==> src/rtl/bcd_rising_2d_if.sv <==
// Control and display bus of the two-digit BCD up-counter.
// The master drives load/run controls; the slave (counter) drives digits and flags.
interface bcd_rising_2d_if;
    logic       PE;
    logic [3:0] D_TENS;
    logic [3:0] D_ONES;
    logic       START;
    logic       PAUSE;
    logic [3:0] TENS;
    logic [3:0] ONES;
    logic       RUNNING;
    logic       TC;
    logic       CO;

    modport master (
        output PE, D_TENS, D_ONES, START, PAUSE,
        input  TENS, ONES, RUNNING, TC, CO
    );

    modport slave (
        input  PE, D_TENS, D_ONES, START, PAUSE,
        output TENS, ONES, RUNNING, TC, CO
    );
endinterface

==> src/rtl/bcd_rising_2d.sv <==
// Two-digit BCD elapsed-time counter: counts from a loaded value up to a fixed
// limit on prescaled ticks, with IDLE/RUN/PAUSED/DONE control and carry/terminal flags.
module bcd_rising_2d #(
    parameter int CLK_DIV  = 50000000,
    parameter int MAX_TENS = 2,
    parameter int MAX_ONES = 4
) (
    input  logic           CP,
    input  logic           CR,
    bcd_rising_2d_if.slave bus
);

    localparam int              PW        = $clog2(CLK_DIV);
    localparam logic [PW-1:0]   TICK_VAL  = PW'(CLK_DIV - 1);
    localparam logic [PW-1:0]   PRESC_ONE = PW'(1);
    localparam logic [7:0]      LIMIT     = {4'(MAX_TENS), 4'(MAX_ONES)};

    typedef enum logic [1:0] {
        IDLE   = 2'd0,
        RUN    = 2'd1,
        PAUSED = 2'd2,
        DONE   = 2'd3
    } state_e;

    // A load value must be two valid BCD digits and not beyond the limit.
    function automatic logic load_ok(input logic [3:0] t, input logic [3:0] o);
        return (t <= 4'd9) && (o <= 4'd9) && ({t, o} <= LIMIT);
    endfunction

    state_e          state_q, state_d;
    logic [3:0]      tens_q, tens_d;
    logic [3:0]      ones_q, ones_d;
    logic [PW-1:0]   presc_q, presc_d;
    logic            co_q, co_d;
    logic            running_q;
    logic            tc_q;
    logic            start_s;

    // PAUSE dominates a simultaneous START.
    assign start_s = bus.START & ~bus.PAUSE;

    // Next-state, prescaler and digit update with load > pause > start > tick priority.
    always_comb begin
        state_d = state_q;
        tens_d  = tens_q;
        ones_d  = ones_q;
        presc_d = presc_q;
        co_d    = 1'b0;
        if (!bus.PE) begin
            if (load_ok(bus.D_TENS, bus.D_ONES)) begin
                tens_d  = bus.D_TENS;
                ones_d  = bus.D_ONES;
                presc_d = '0;
                state_d = IDLE;
            end else begin
                state_d = state_q;
            end
        end else begin
            case (state_q)
                IDLE: begin
                    presc_d = '0;
                    if (start_s) begin
                        if ({tens_q, ones_q} == LIMIT) begin
                            state_d = DONE;
                            co_d    = 1'b1;
                        end else begin
                            state_d = RUN;
                        end
                    end else begin
                        state_d = IDLE;
                    end
                end
                RUN: begin
                    if (bus.PAUSE) begin
                        state_d = PAUSED;
                    end else if (presc_q == TICK_VAL) begin
                        presc_d = '0;
                        if (ones_q == 4'd9) begin
                            ones_d = 4'd0;
                            tens_d = tens_q + 4'd1;
                        end else begin
                            ones_d = ones_q + 4'd1;
                        end
                        if ({tens_d, ones_d} == LIMIT) begin
                            state_d = DONE;
                            co_d    = 1'b1;
                        end else begin
                            state_d = RUN;
                        end
                    end else begin
                        presc_d = presc_q + PRESC_ONE;
                    end
                end
                PAUSED: begin
                    if (start_s) begin
                        state_d = RUN;
                    end else begin
                        state_d = PAUSED;
                    end
                end
                DONE: begin
                    presc_d = '0;
                    if (start_s) begin
                        tens_d  = 4'd0;
                        ones_d  = 4'd0;
                        state_d = RUN;
                    end else begin
                        state_d = DONE;
                    end
                end
                default: begin
                    state_d = IDLE;
                end
            endcase
        end
    end

    // State, digits, prescaler and registered flags; TC lags DONE entry by one cycle.
    always_ff @(posedge CP or negedge CR) begin
        if (!CR) begin
            state_q   <= IDLE;
            tens_q    <= 4'd0;
            ones_q    <= 4'd0;
            presc_q   <= '0;
            co_q      <= 1'b0;
            running_q <= 1'b0;
            tc_q      <= 1'b0;
        end else begin
            state_q   <= state_d;
            tens_q    <= tens_d;
            ones_q    <= ones_d;
            presc_q   <= presc_d;
            co_q      <= co_d;
            running_q <= (state_d == RUN);
            tc_q      <= (state_q == DONE) && (state_d == DONE);
        end
    end

    assign bus.TENS    = tens_q;
    assign bus.ONES    = ones_q;
    assign bus.RUNNING = running_q;
    assign bus.TC      = tc_q;
    assign bus.CO      = co_q;

endmodule
==> src/flat_wrapper.sv <==
// flat-port wrapper written by rule: the top's interface ports become plain ports
module bcd_rising_2d_flat 
#(
    parameter int CLK_DIV  = 50000000,
    parameter int MAX_TENS = 2,
    parameter int MAX_ONES = 4
)
  (CP, CR, bus_PE, bus_D_TENS, bus_D_ONES, bus_START, bus_PAUSE, bus_TENS, bus_ONES, bus_RUNNING, bus_TC, bus_CO);
  bcd_rising_2d_if bus_i ();
  input  logic CP;
  input  logic CR;
  input wire logic [$bits(bus_i.PE)-1:0] bus_PE;
  input wire logic [$bits(bus_i.D_TENS)-1:0] bus_D_TENS;
  input wire logic [$bits(bus_i.D_ONES)-1:0] bus_D_ONES;
  input wire logic [$bits(bus_i.START)-1:0] bus_START;
  input wire logic [$bits(bus_i.PAUSE)-1:0] bus_PAUSE;
  output wire logic [$bits(bus_i.TENS)-1:0] bus_TENS;
  output wire logic [$bits(bus_i.ONES)-1:0] bus_ONES;
  output wire logic [$bits(bus_i.RUNNING)-1:0] bus_RUNNING;
  output wire logic [$bits(bus_i.TC)-1:0] bus_TC;
  output wire logic [$bits(bus_i.CO)-1:0] bus_CO;
  assign bus_i.PE = bus_PE;
  assign bus_i.D_TENS = bus_D_TENS;
  assign bus_i.D_ONES = bus_D_ONES;
  assign bus_i.START = bus_START;
  assign bus_i.PAUSE = bus_PAUSE;
  assign bus_TENS = bus_i.TENS;
  assign bus_ONES = bus_i.ONES;
  assign bus_RUNNING = bus_i.RUNNING;
  assign bus_TC = bus_i.TC;
  assign bus_CO = bus_i.CO;
  bcd_rising_2d #(.CLK_DIV(CLK_DIV), .MAX_TENS(MAX_TENS), .MAX_ONES(MAX_ONES)) u_core (.CP(CP), .CR(CR), .bus(bus_i));
endmodule
==> config.mk <==
export PLATFORM = sky130hd
export DESIGN_NAME = bcd_rising_2d_flat
export DESIGN_NICKNAME = d
export VERILOG_FILES = /design/src/rtl/bcd_rising_2d_if.sv /design/src/rtl/bcd_rising_2d.sv /design/src/flat_wrapper.sv
export SDC_FILE = /design/constraint.sdc
export NUM_CORES = 1
export LEC_CHECK = 0
export CAP_MARGIN = 20
export CORE_ASPECT_RATIO = 0.5
export CORE_UTILIZATION = 40
export CTS_BUF_LIST = sky130_fd_sc_hd__clkbuf_8
export CTS_CLUSTER_DIAMETER = 40
export CTS_CLUSTER_SIZE = 8
export DETAILED_ROUTE_END_ITERATION = 10
export SLEW_MARGIN = 40
export SYNTH_ARGS = -nofsm -noshare
export SYNTH_HDL_FRONTEND = slang
export SYNTH_SLANG_ARGS = --single-unit
==> constraint.sdc <==
create_clock -name CP -period 2.9 [get_ports CP]
set_input_delay 0.58 -clock CP [delete_from_list [all_inputs] [get_ports CP]]
set_output_delay 0.58 -clock CP [all_outputs]
set_load 0.01 [all_outputs]
---- Word-level counts from Yosys, hierarchy flattened ----
Cells that the tools add are included.
operators by class
  equality and inequality tests ........... 14
  multiplexer cells ....................... 43
  reduce and logical (&&, ||, !) cells .... 8
  bitwise gates (word level) .............. 2
  add/subtract/negate cells ............... 3
  magnitude comparators ................... 3
operators by type and width
  kind                   number
  $mux 26                4
  $mux 4                 19
  $pmux 26 s2            1
  $add 26x1->26 const B  1
  $eq 26x26->1 const B   1
  $mux 2                 9
  $eq 8x6->1 const B     2
  $pmux 4 s2             2
  $ne 3x2->1 const B     3
  $add 4x1->4 const B    2
  $le 4x4->1 const B     2
  $le 8x6->1 const B     1
  $pmux 2 s4             1
  $eq 2x2->1 const B     3
  $mux 1                 6
  $reduce_and 5->1       1
  $eq 2x1->1 const B     2
  $eq 4x4->1 const B     1
  $logic_and 1x1->1      3
  $ne 3x1->1 const B     1
  $ne 3x3->1 const B     1
  $reduce_and 3->1       1
  $logic_not 2->1        1
  $pmux 1 s2             1
  4 further kinds        4
word-level totals
  output and inout port bits .............. 11
  input bits .............................. 13
  bits in registers ....................... 39

---- Depth between registers and ports, before layout ----
Gate-level depths: netlist of run 1.
  depth in word-level cells ............... 14
  gate-level depth with buffers ........... 8
  gate-level depth less buffers ........... 7

---- Least setup slack after synthesis of run 1 ----
Ideal clock, no wire load.
  kind .................................... flip-flop to flip-flop
  start point ............................. register u_core.state_q[1]
  end point ............................... register u_core.presc_q[14]
  setup slack ............................. 743 ps
  arrival time ............................ 2014 ps
  setup time .............................. 143 ps
  stages on the path, launching flop included .. 9
  path buffers ............................ 2
  cell sequence ........................... dfrtp_1 > inv_1 > ha_1 > mux2_2 > a21o_1 > buf_2 > buf_2 > nor2_1 > a21oi_1
between the ends
  longest elaborated chain between the ends .. 4
  elaborated cells between the ends (all ways) .. 9
RTL lines
  what                                                   line                  text
  start: declaration                                     bcd_rising_2d.sv:30   state_e state_q, state_d;
  start signal: assignment                               bcd_rising_2d.sv:129  state_q <= state_d;
  $eq 2x2->1 or $logic_not 2->1 (tied branches)          bcd_rising_2d.sv:59   case (state_q)
  $reduce_or 2->1 (no line)                              -
  $ne 3x2->1 (no line) or $pmux 26 s2 (tied branches)    -
  $reduce_and 3->1 (no line) or $mux 26 (tied branches)  -
  end signal: assignment                                 bcd_rising_2d.sv:132  presc_q <= presc_d;
  end: declaration                                       bcd_rising_2d.sv:33   logic [PW-1:0] presc_q, presc_d;
Parallel ways exist; a longest one is shown, timed or not.
A chain may end at the register's enable or synchronous reset.

---- Worst setup path after layout of run 1 ----
  start point ............................. input bus_D_TENS[3]
  end point ............................... register u_core.presc_q[21]
between the ends
  longest elaborated chain between the ends .. 5
  elaborated cells between the ends (all ways) .. 6
RTL lines
  what                                                line                 text
  start: declaration                                  flat_wrapper.sv:13   input wire logic [$bits(bus_i.D_TENS)-1:0] bus_D_TENS;
  branches (longest 2 deep; another with $le 8x6->1)  -
  $logic_and 1x1->1 *                                 bcd_rising_2d.sv:27  return (t <= 4'd9) && (o <= 4'd9) && ({t, o} <= LIMIT);
  $reduce_bool 2->1 (no line) *                       -
  $reduce_and 3->1 (no line) *                        -
Every way passes the cells marked *.

==> results of run 1 <==
synth_stat cells (2+ instances only):
| library cell | instances |
|---|---|
| and4_1 | 4 |
| nor2_1 | 21 |
| ha_1 | 7 |
| a31o_2 | 2 |
| o21ai_0 | 21 |
| or2_2 | 2 |
| buf_2 | 5 |
| inv_1 | 13 |
| nand4_1 | 12 |
| or4_1 | 11 |
| nor3_1 | 6 |
| and3_1 | 6 |
| clkbuf_1 | 6 |
| a21oi_1 | 22 |
| or3_1 | 8 |
| a21o_1 | 5 |
| dfrtp_1 | 39 |
| nor4bb_1 | 5 |
| mux2i_1 | 2 |
| buf_1 | 2 |
| nand2_1 | 19 |
| nand3_1 | 11 |
| a22o_1 | 9 |
| o22ai_1 | 3 |
| and2_1 | 2 |
| o211a_1 | 2 |
| o21a_1 | 3 |
| o21ai_1 | 4 |
| nor4b_1 | 5 |
| a32oi_1 | 2 |
| o31ai_1 | 11 |
| nor2b_1 | 5 |
area by class of cell:
| cell class | instances | area (um2) | area share, % |
|---|---|---|---|
| Clock buffer | 6 | 82.6 | 2.71 |
| Clock inverter | 1 | 5.00 | 0.165 |
| Inverter | 13 | 48.8 | 1.60 |
| Multi-Input combinational cell | 233 | 1530 | 50.4 |
| Sequential cell | 39 | 976 | 32.1 |
| Tap cell | 88 | 110 | 3.62 |
| Timing Repair Buffer | 29 | 285 | 9.38 |
logic make-up after synthesis:
logic type / synth area share (%)
buffers and inverters: 4.39
AO/OA/AOI/OAI: 25.1
AND/OR/NAND/NOR: 28.8
flip-flops: 37.2
adder cells (fa/ha/maj): 3.34
multiplexers: 1.19
critical path, stage by stage:
cell and delay (ps):
clkdlybuf4s50_1 450, nor4_1 370, a221oi_2 140, a21o_1 210, buf_12 170, or4_1 520
a21oi_1 160
sequential cells by signal (all words and copies together) (netlist names):
name                count
u_core.presc_q         26
u_core.bus.TENS         4
u_core.bus.TC           1
u_core.bus.RUNNING      1
u_core.state_q          2
u_core.bus.ONES         4
u_core.bus.CO           1
per-stage QoR:
step                      total power, mW  area, um2
after detailed placement            0.920       2950
after CTS                            1.30       3040
after floorplan                     0.778       2630
after global routing                 1.37       3040
final                                1.29       3040
after global placement              0.914       2950
report_power, final:
part	total (mW)	leakage, nW	switching (mW)	internal (mW)
logic	0.280	0.641	0.143	0.137
clock network	0.381	0.0470	0.194	0.187
registers	0.630	0.529	0.0585	0.572
total	1.29	1.22	0.395	0.896
how the worst max path moves through the flow:
stage / from / to / depth (start not counted)
2_1_floorplan: u_core.state_q[1]$_DFF_PN0_ / u_core.presc_q[14]$_DFFE_PN0P_ / 8
3_3_place_gp: bus_D_ONES[2] / u_core.bus.ONES[0]$_DFFE_PN0P_ / 6
3_5_place_dp: bus_D_TENS[3] / u_core.presc_q[21]$_DFFE_PN0P_ / 7
4_1_cts: bus_D_TENS[3] / u_core.presc_q[21]$_DFFE_PN0P_ / 7
5_1_grt: bus_D_TENS[3] / u_core.presc_q[19]$_DFFE_PN0P_ / 7
6_report: bus_D_TENS[3] / u_core.presc_q[21]$_DFFE_PN0P_ / 7
metal layers:
layer	routed length (um)	vias up	share of wire [%]
met3	368	6	5.5
li1	-	1190	-
met5	0	-	0
met1	3160	1229	47
met4	53	0	0.79
met2	3110	83	46
placed cells by master, fill, tap and decap left out, drive strengths merged, types with 7 or more instances in the layout:
cell,netlist,layout
or3,9,9
nand2,19,19
a21oi,22,22
dfrtp,39,39
or4,11,11
inv,13,13
nand3,11,11
ha,7,7
a22o,9,9
o21ai,25,25
clkdlybuf4s50,0,22
buf,8,7
o31ai,11,11
nand4,13,13
nor2,21,21
==> impl_metrics.csv, run 1 <==
group,metric,value,unit
drt,drt_wl_total,6690,um
critical_path,arrival,2620,ps
critical_path,timing.rr.end,"u_core.presc_q[21]$_DFFE_PN0P_",
critical_path,r2r_start,"u_core.state_q[1]$_DFF_PN0_",
clocking,clockRootBuffer,"clkbuf_8",
logic_synthesis,ys_top_cells_by_area,"dfrtp_1 37%, a21oi_1 4.2%, o21ai_0 4.0%",
drt,dr.pass1.iters,5,
sta,fin_crit,2410,ps
floorplanning,initial_core_util,42.3,%
sta,worstMarginPinSlew,626,ps
sta,drv_slew,0,
grt,grt_util_met3,4.19,%
clocking,cts_setup_buffers,0,
grt,antenna_found_initial,0,
outcome,outcome,"completed",
layout,utilization,49.0,%
logic_synthesis,yosysTopAreaCellShare,37.2,%
layout,nNetsFinal,341,
job,cap_violations,0,
grt,grt_max_degree,44,
drt,wl_per_cell,16.3,um
grt,use_met1,29.0,%
clocking,worstSkewPairLatency,290,ps
drt,drt_iter0_drc,193,
layout,drive_gt1_share,7.48,%
critical_path,cp_max_fo,43,
grt,grt_util_all_layers,21.2,%
logic_synthesis,netlist_area,2630,um2
logic_synthesis,synth_ff_type,"dfrtp_1",
critical_path,r2r_slack,520,ps
floorplanning,rows,20,
drt,viasPerCell,6.13,
power,power_density,425,nW/um2
sta,finalHoldViolations,0,
logic_synthesis,yosysTopAreaCell,"dfrtp_1",
sta,setup-violations-final,0,
power,p_leak,1.22,nW
logic_synthesis,synth_edf_count,0,
place,place.gp.congestion,0.930,
floorplanning,coreArea,6210,um2
clocking,cts_tree,"done",
logic_synthesis,synth_warnings,0,
sta,fmax,416,MHz
layout,nFillCells,649,
floorplanning,die_height,59.3,um
worst_hold_path,hp-class,"input pin to async pin",
logic_synthesis,synth_seq_area_share,37.2,%
floorplanning,dieWidth,117,um
floorplanning,die_area,6910,um2
layout,n_antenna_cell,0,
clocking,clk_pin_slew,80,ps
clocking,ctsHtreeMaxLevel,2,
layout,fin_cells,409,
place,hpwlAfterDp,4790,um
grt,grt_pass1_wl,11300,um
place,dp_slack,212,ps
grt,grt_overflow,0,
sta,hold_ws,261,ps
drt,drc,0,
critical_path,criticalPathCategory,"input pin to flop",
grt,grt_pass1_vias,2337,
critical_path,cp.required,3110,ps
logic_synthesis,syn-num-nets,319,
place,portBuffers,23,
place,dp_cells,402,
clocking,holdBufCountCts,0,
sta,fin_worst_skew,6.38,ps
sta,fin_crit_sh,82.9,%
drt,antenna_left,0,
critical_path,startpoint_type,"input pin",
critical_path,crit_path_end_kind,"flop",
sta,tns,0,ps
layout,syn2layout_area_growth,15.9,%
logic_synthesis,ys_ff_latch,39,
clocking,cts_resized,0,
clocking,clockBufferDepth,2,
sta,rsz0062_at_grt,"no",
clocking,cts_inserted_buffers,5,
sta,slew-limit-headroom,58.2,%
floorplanning,ios,24,
power,vdd_ir_drop_max,0.172,mV
grt,busiest_layer,"met2",
logic_synthesis,syn_avg_cell_area,8.78,um2
logic_synthesis,synthCells,299,
grt,globalRouteMet2Util,35.1,%
logic_synthesis,ys_types,56,
clocking,clock_sinks,39,
critical_path,rr_worst_depth,7,
sta,fin_ws,494,ps
logic_synthesis,synthArstFlopShare,100,%
drt,vias,2508,
(Power assumes the default switching activity.)
==> inputs of run 2 (changes only) <==
clock period = 2.4 ns   (was 2.9 ns; I/O delays follow)
==> impl_metrics.csv, run 2 (synthesis results as in run 1) <==
group,metric,value,unit
outcome,outcome,"completed",
grt,grt_overflow,0,
drt,drc,0,
power,power,1.64,mW
sta,fin_crit_sh,95.6,%
floorplanning,ios,24,
sta,hold_ws,103,ps
critical_path,crit_path_end_kind,"flop",
layout,largest_reg_flops,26,
sta,finalHoldViolations,0,
worst_hold_path,hp-class,"input pin to async pin",
power,p_leak,1.31,nW
floorplanning,dieWidth,117,um
place,dp_slack,-253,ps
sta,slew-limit-headroom,67.4,%
clocking,cts_inserted_buffers,5,
clocking,clockRootBuffer,"clkbuf_8",
grt,grt_max_degree,28,
grt,grt_util_all_layers,21.5,%
layout,top_register,"u_core.presc_q",
drt,drt_iter0_drc,215,
layout,final_common_cell,"dfrtp_1",
grt,antenna_found_initial,0,
place,portBuffers,23,
grt,grt_pass1_wl,11400,um
floorplanning,rows,20,
power,power_density,514,nW/um2
layout,n_antenna_cell,0,
drt,antenna_left,0,
sta,fmax,436,MHz
sta,drv_slew,0,
drt,wl_per_cell,16.1,um
layout,syn2layout_area_growth,21.8,%
sta,fin_ws,105,ps
sta,rsz0062_at_grt,"no",
clocking,holdBufCountCts,0,
critical_path,cp.required,2620,ps
critical_path,cp_max_fo,27,
job,cap_violations,0,
clocking,clock_sinks,39,
grt,grt_pass1_vias,2437,
layout,nNetsFinal,359,
sta,tns,0,ps
clocking,clockBufferDepth,2,
layout,utilization,51.5,%
power,vdd_ir_drop_max,0.150,mV
sta,fin_worst_skew,4.11,ps
clocking,cts_tree,"done",
sta,setup-violations-final,0,
floorplanning,die_height,59.3,um
clocking,worstSkewPairLatency,300,ps
critical_path,arrival,2520,ps
drt,dr.pass1.iters,4,
floorplanning,die_area,6910,um2
floorplanning,coreArea,6210,um2
critical_path,startpoint_type,"flop",
clocking,ctsHtreeMaxLevel,2,
sta,worstMarginPinSlew,487,ps
drt,viasPerCell,5.98,
clocking,clk_pin_slew,80,ps
floorplanning,initial_core_util,42.3,%
layout,drive_gt1_share,13.2,%
critical_path,criticalPathCategory,"flop to flop",
drt,drt_wl_total,6900,um
layout,nFillCells,609,
sta,fin_crit,2300,ps
layout,mostFrequentLayoutCells,"38 x dfrtp_1, 23 x buf_4, 22 x a21oi_1, 22 x clkdlybuf4s50_1, 21 x o21ai_0",
place,hpwlAfterDp,5110,um
place,place.gp.congestion,0.916,
drt,vias,2560,
run 2: where the power goes:
part,total [mW],switching [mW],leakage [nW],internal (mW)
combinational,0.395,0.202,0.729,0.193
sequential,0.745,0.0535,0.527,0.691
clock,0.503,0.245,0.0557,0.258
total,1.64,0.500,1.31,1.14
run 2: routing by layer:
layer | vias to the layer above | wire, um | GRT usage (%)
met5 | - | 0 | 0
met4 | 0 | 61 | 7.78
met3 | 6 | 452 | 5.01
met2 | 85 | 3210 | 35.2
met1 | 1235 | 3170 | 28.2
li1 | 1234 | - | -
run 2: critical path: stages (launching register included):
cell and delay (ps):
dfrtp_1 450, inv_1 90, ha_1 320, mux2_2 290
a21o_1 220, buf_12 170, or4_1 510, a21oi_1 180
run 2: timing repair:
action                                  4_1_cts  5_1_grt
endpoints found under the setup margin        0       13
resized for setup                             0        3
buffers inserted                              0        0
run 2: worst paths after layout:
path,slack [ps],start,to,cells past startpoint
max,100,u_core.state_q[1]$_DFF_PN0_,u_core.presc_q[22]$_DFFE_PN0P_,7
min reg2reg,550,u_core.presc_q[0]$_DFFE_PN0P_,u_core.presc_q[0]$_DFFE_PN0P_,1
min,100,CR,u_core.bus.TENS[2]$_DFFE_PN0P_,1
max reg2reg,100,u_core.state_q[1]$_DFF_PN0_,u_core.presc_q[22]$_DFFE_PN0P_,7
min in group CP,550,u_core.presc_q[0]$_DFFE_PN0P_,u_core.presc_q[0]$_DFFE_PN0P_,1
max in group asynchronous,1630,CR,u_core.presc_q[6]$_DFFE_PN0P_,2
run 2: per-stage QoR:
step | area [um2] | std cells
after global placement | 3090 | 420
after global routing | 3200 | 428
after detailed placement | 3090 | 420
final | 3200 | 428
after floorplan | 2630 | 299
after CTS | 3190 | 428
run 2: layout make-up:
type / instances / area [um2] / area share (%)
clock buffers: 7 / 96.3 / 3.01
clock inverters: 1 / 3.75 / 0.117
inverters: 13 / 48.8 / 1.53
multi-input cells: 233 / 1540 / 48.3
flip-flops and latches: 39 / 977 / 30.6
well taps: 88 / 110 / 3.44
repair buffers: 47 / 418 / 13.1
==> inputs of run 3 (changes only) <==
MAX_ROUTING_LAYER = met4   (was unset)
SKIP_CTS_REPAIR_TIMING = 1   (was unset)
==> impl_metrics.csv, run 3 (synthesis results as in run 1) <==
group,metric,value,unit
layout,top_register,"u_core.presc_q",
layout,mostFrequentLayoutCells,"38 x dfrtp_1, 23 x buf_4, 22 x a21oi_1, 22 x clkdlybuf4s50_1, 21 x o21ai_0",
drt,vias,2560,
power,power_density,514,nW/um2
critical_path,timing.rr.end,"u_core.presc_q[22]$_DFFE_PN0P_",
drt,antenna_left,0,
grt,grt_max_degree,28,
critical_path,rr_worst_depth,7,
sta,fin_crit,2300,ps
layout,n_antenna_cell,0,
clocking,clockRootBuffer,"clkbuf_8",
critical_path,path_cells,"inv_1 > ha_1 > mux2_2 > a21o_1 > buf_12 > or4_1 > a21oi_1",
layout,nFillCells,609,
place,portBuffers,23,
place,postPlaceCellArea,3090,um2
drt,drc,0,
clocking,clk_pin_slew,80,ps
floorplanning,rows,20,
clocking,ctsHtreeMaxLevel,2,
sta,fmax,436,MHz
critical_path,crit_path_top_delay_cell,"or4_1",
sta,drv_slew,0,
sta,worstMarginPinSlew,487,ps
critical_path,arrival,2520,ps
sta,fin_ws,105,ps
critical_path,cp_max_fo,27,
layout,nNetsFinal,359,
drt,drt_iter0_drc,215,
floorplanning,coreArea,6210,um2
place,hpwlAfterDp,5110,um
critical_path,critical_path_buf_inv_count,2,
layout,largest_reg_flops,26,
clocking,clock_sinks,39,
floorplanning,dieWidth,117,um
layout,fin_area,3200,um2
sta,rsz0062_at_grt,"no",
critical_path,r2r_slack,100,ps
sta,finalHoldViolations,0,
worst_hold_path,hp-class,"input pin to async pin",
drt,viasPerCell,5.98,
critical_path,r2r_start,"u_core.state_q[1]$_DFF_PN0_",
grt,grt_pass1_wl,11400,um
drt,wl_per_cell,16.1,um
grt,grt_util_all_layers,22.2,%
place,place.gp.congestion,0.932,
grt,grt_pass1_vias,2437,
layout,final_common_cell,"dfrtp_1",
critical_path,slowest_delay,510,ps
critical_path,critPathTopFamily,"simple AND/OR/NAND/NOR gates",
sta,fin_crit_sh,95.6,%
floorplanning,die_area,6910,um2
power,p_leak,1.31,nW
place,dp_cells,420,
grt,grt_overflow,0,
grt,antenna_found_initial,0,
layout,fin_cells,428,
clocking,cts_inserted_buffers,5,
critical_path,criticalPathCategory,"flop to flop",
floorplanning,ios,24,
clocking,cts_tree,"done",
critical_path,crit_path_end_kind,"flop",
layout,drive_gt1_share,13.2,%
power,vdd_ir_drop_max,0.150,mV
sta,setup-violations-final,0,
drt,dr.pass1.iters,4,
sta,slew-limit-headroom,67.4,%
clocking,worstSkewPairLatency,300,ps
drt,drt_wl_total,6900,um
job,cap_violations,0,
layout,syn2layout_area_growth,21.8,%
clocking,clockBufferDepth,2,
place,dp_slack,-253,ps
outcome,outcome,"completed",
critical_path,startpoint_type,"flop",
floorplanning,die_height,59.3,um
critical_path,cp.required,2620,ps
sta,fin_worst_skew,4.11,ps
floorplanning,initial_core_util,42.3,%
==> run 3: cell counts in the layout (fill, tap and decap cells not counted) <==
No cell type changed its count.
==> run 3: layer usage <==
metal | vias up | global-route usage, % | part of all wire [%]
met5 | - | - | 0
met2 | 85 | 35.2 | 47
li1 | 1234 | - | -
met4 | 0 | 7.78 | 0.88
met1 | 1235 | 28.2 | 46
met3 | 6 | 5.01 | 6.6
==> run 3: worst max path at each step <==
stage | end | from | slack (ps) | cells after the start
after floorplan | u_core.presc_q[14]$_DFFE_PN0P_ | u_core.state_q[1]$_DFF_PN0_ | 240 | 8
after global placement | u_core.bus.TENS[1]$_DFFE_PN0P_ | bus_D_TENS[3] | -210 | 8
after detailed placement | u_core.presc_q[22]$_DFFE_PN0P_ | bus_D_TENS[3] | -250 | 7
after CTS | u_core.presc_q[22]$_DFFE_PN0P_ | bus_D_TENS[3] | 60 | 7
after global routing | u_core.presc_q[18]$_DFFE_PN0P_ | u_core.state_q[1]$_DFF_PN0_ | 20 | 7
final | u_core.presc_q[22]$_DFFE_PN0P_ | u_core.state_q[1]$_DFF_PN0_ | 100 | 7
==> run 3: layout make-up <==
type                       instances  area, um2  share of cell area (%)
timing repair buffer              47        418                    13.1
clock buffer                       7       96.3                    3.01
clock inverter                     1       3.75                   0.117
inverter                          13       48.8                    1.53
multi-input combinational        233       1540                    48.3
tap                               88        110                    3.44
sequential                        39        977                    30.6
==> run 3: per-stage QoR <==
stage          total power, mW  setup TNS [ps]  utilization [%]  hold slack, ps
5_1_grt                   1.73               0             51.5             160
4_1_cts                   1.66               0             51.4             141
3_5_place_dp              1.15           -4770             49.7             468
3_3_place_gp              1.15           -4260             49.7             454
6_report                  1.64               0             51.5             103
2_1_floorplan            0.940               0                -             184
==> run 3: worst reg2reg max path, stage by stage (launching register included) <==
cell	delay, ps
dfrtp_1	450
inv_1	90
ha_1	320
mux2_2	290
a21o_1	220
buf_12	170
or4_1	520
a21oi_1	180
==> run 3: report_power, final <==
part           internal (mW)  total (mW)  switching [mW]
clock                  0.258       0.503           0.245
sequential             0.691       0.745          0.0535
combinational          0.193       0.395           0.202
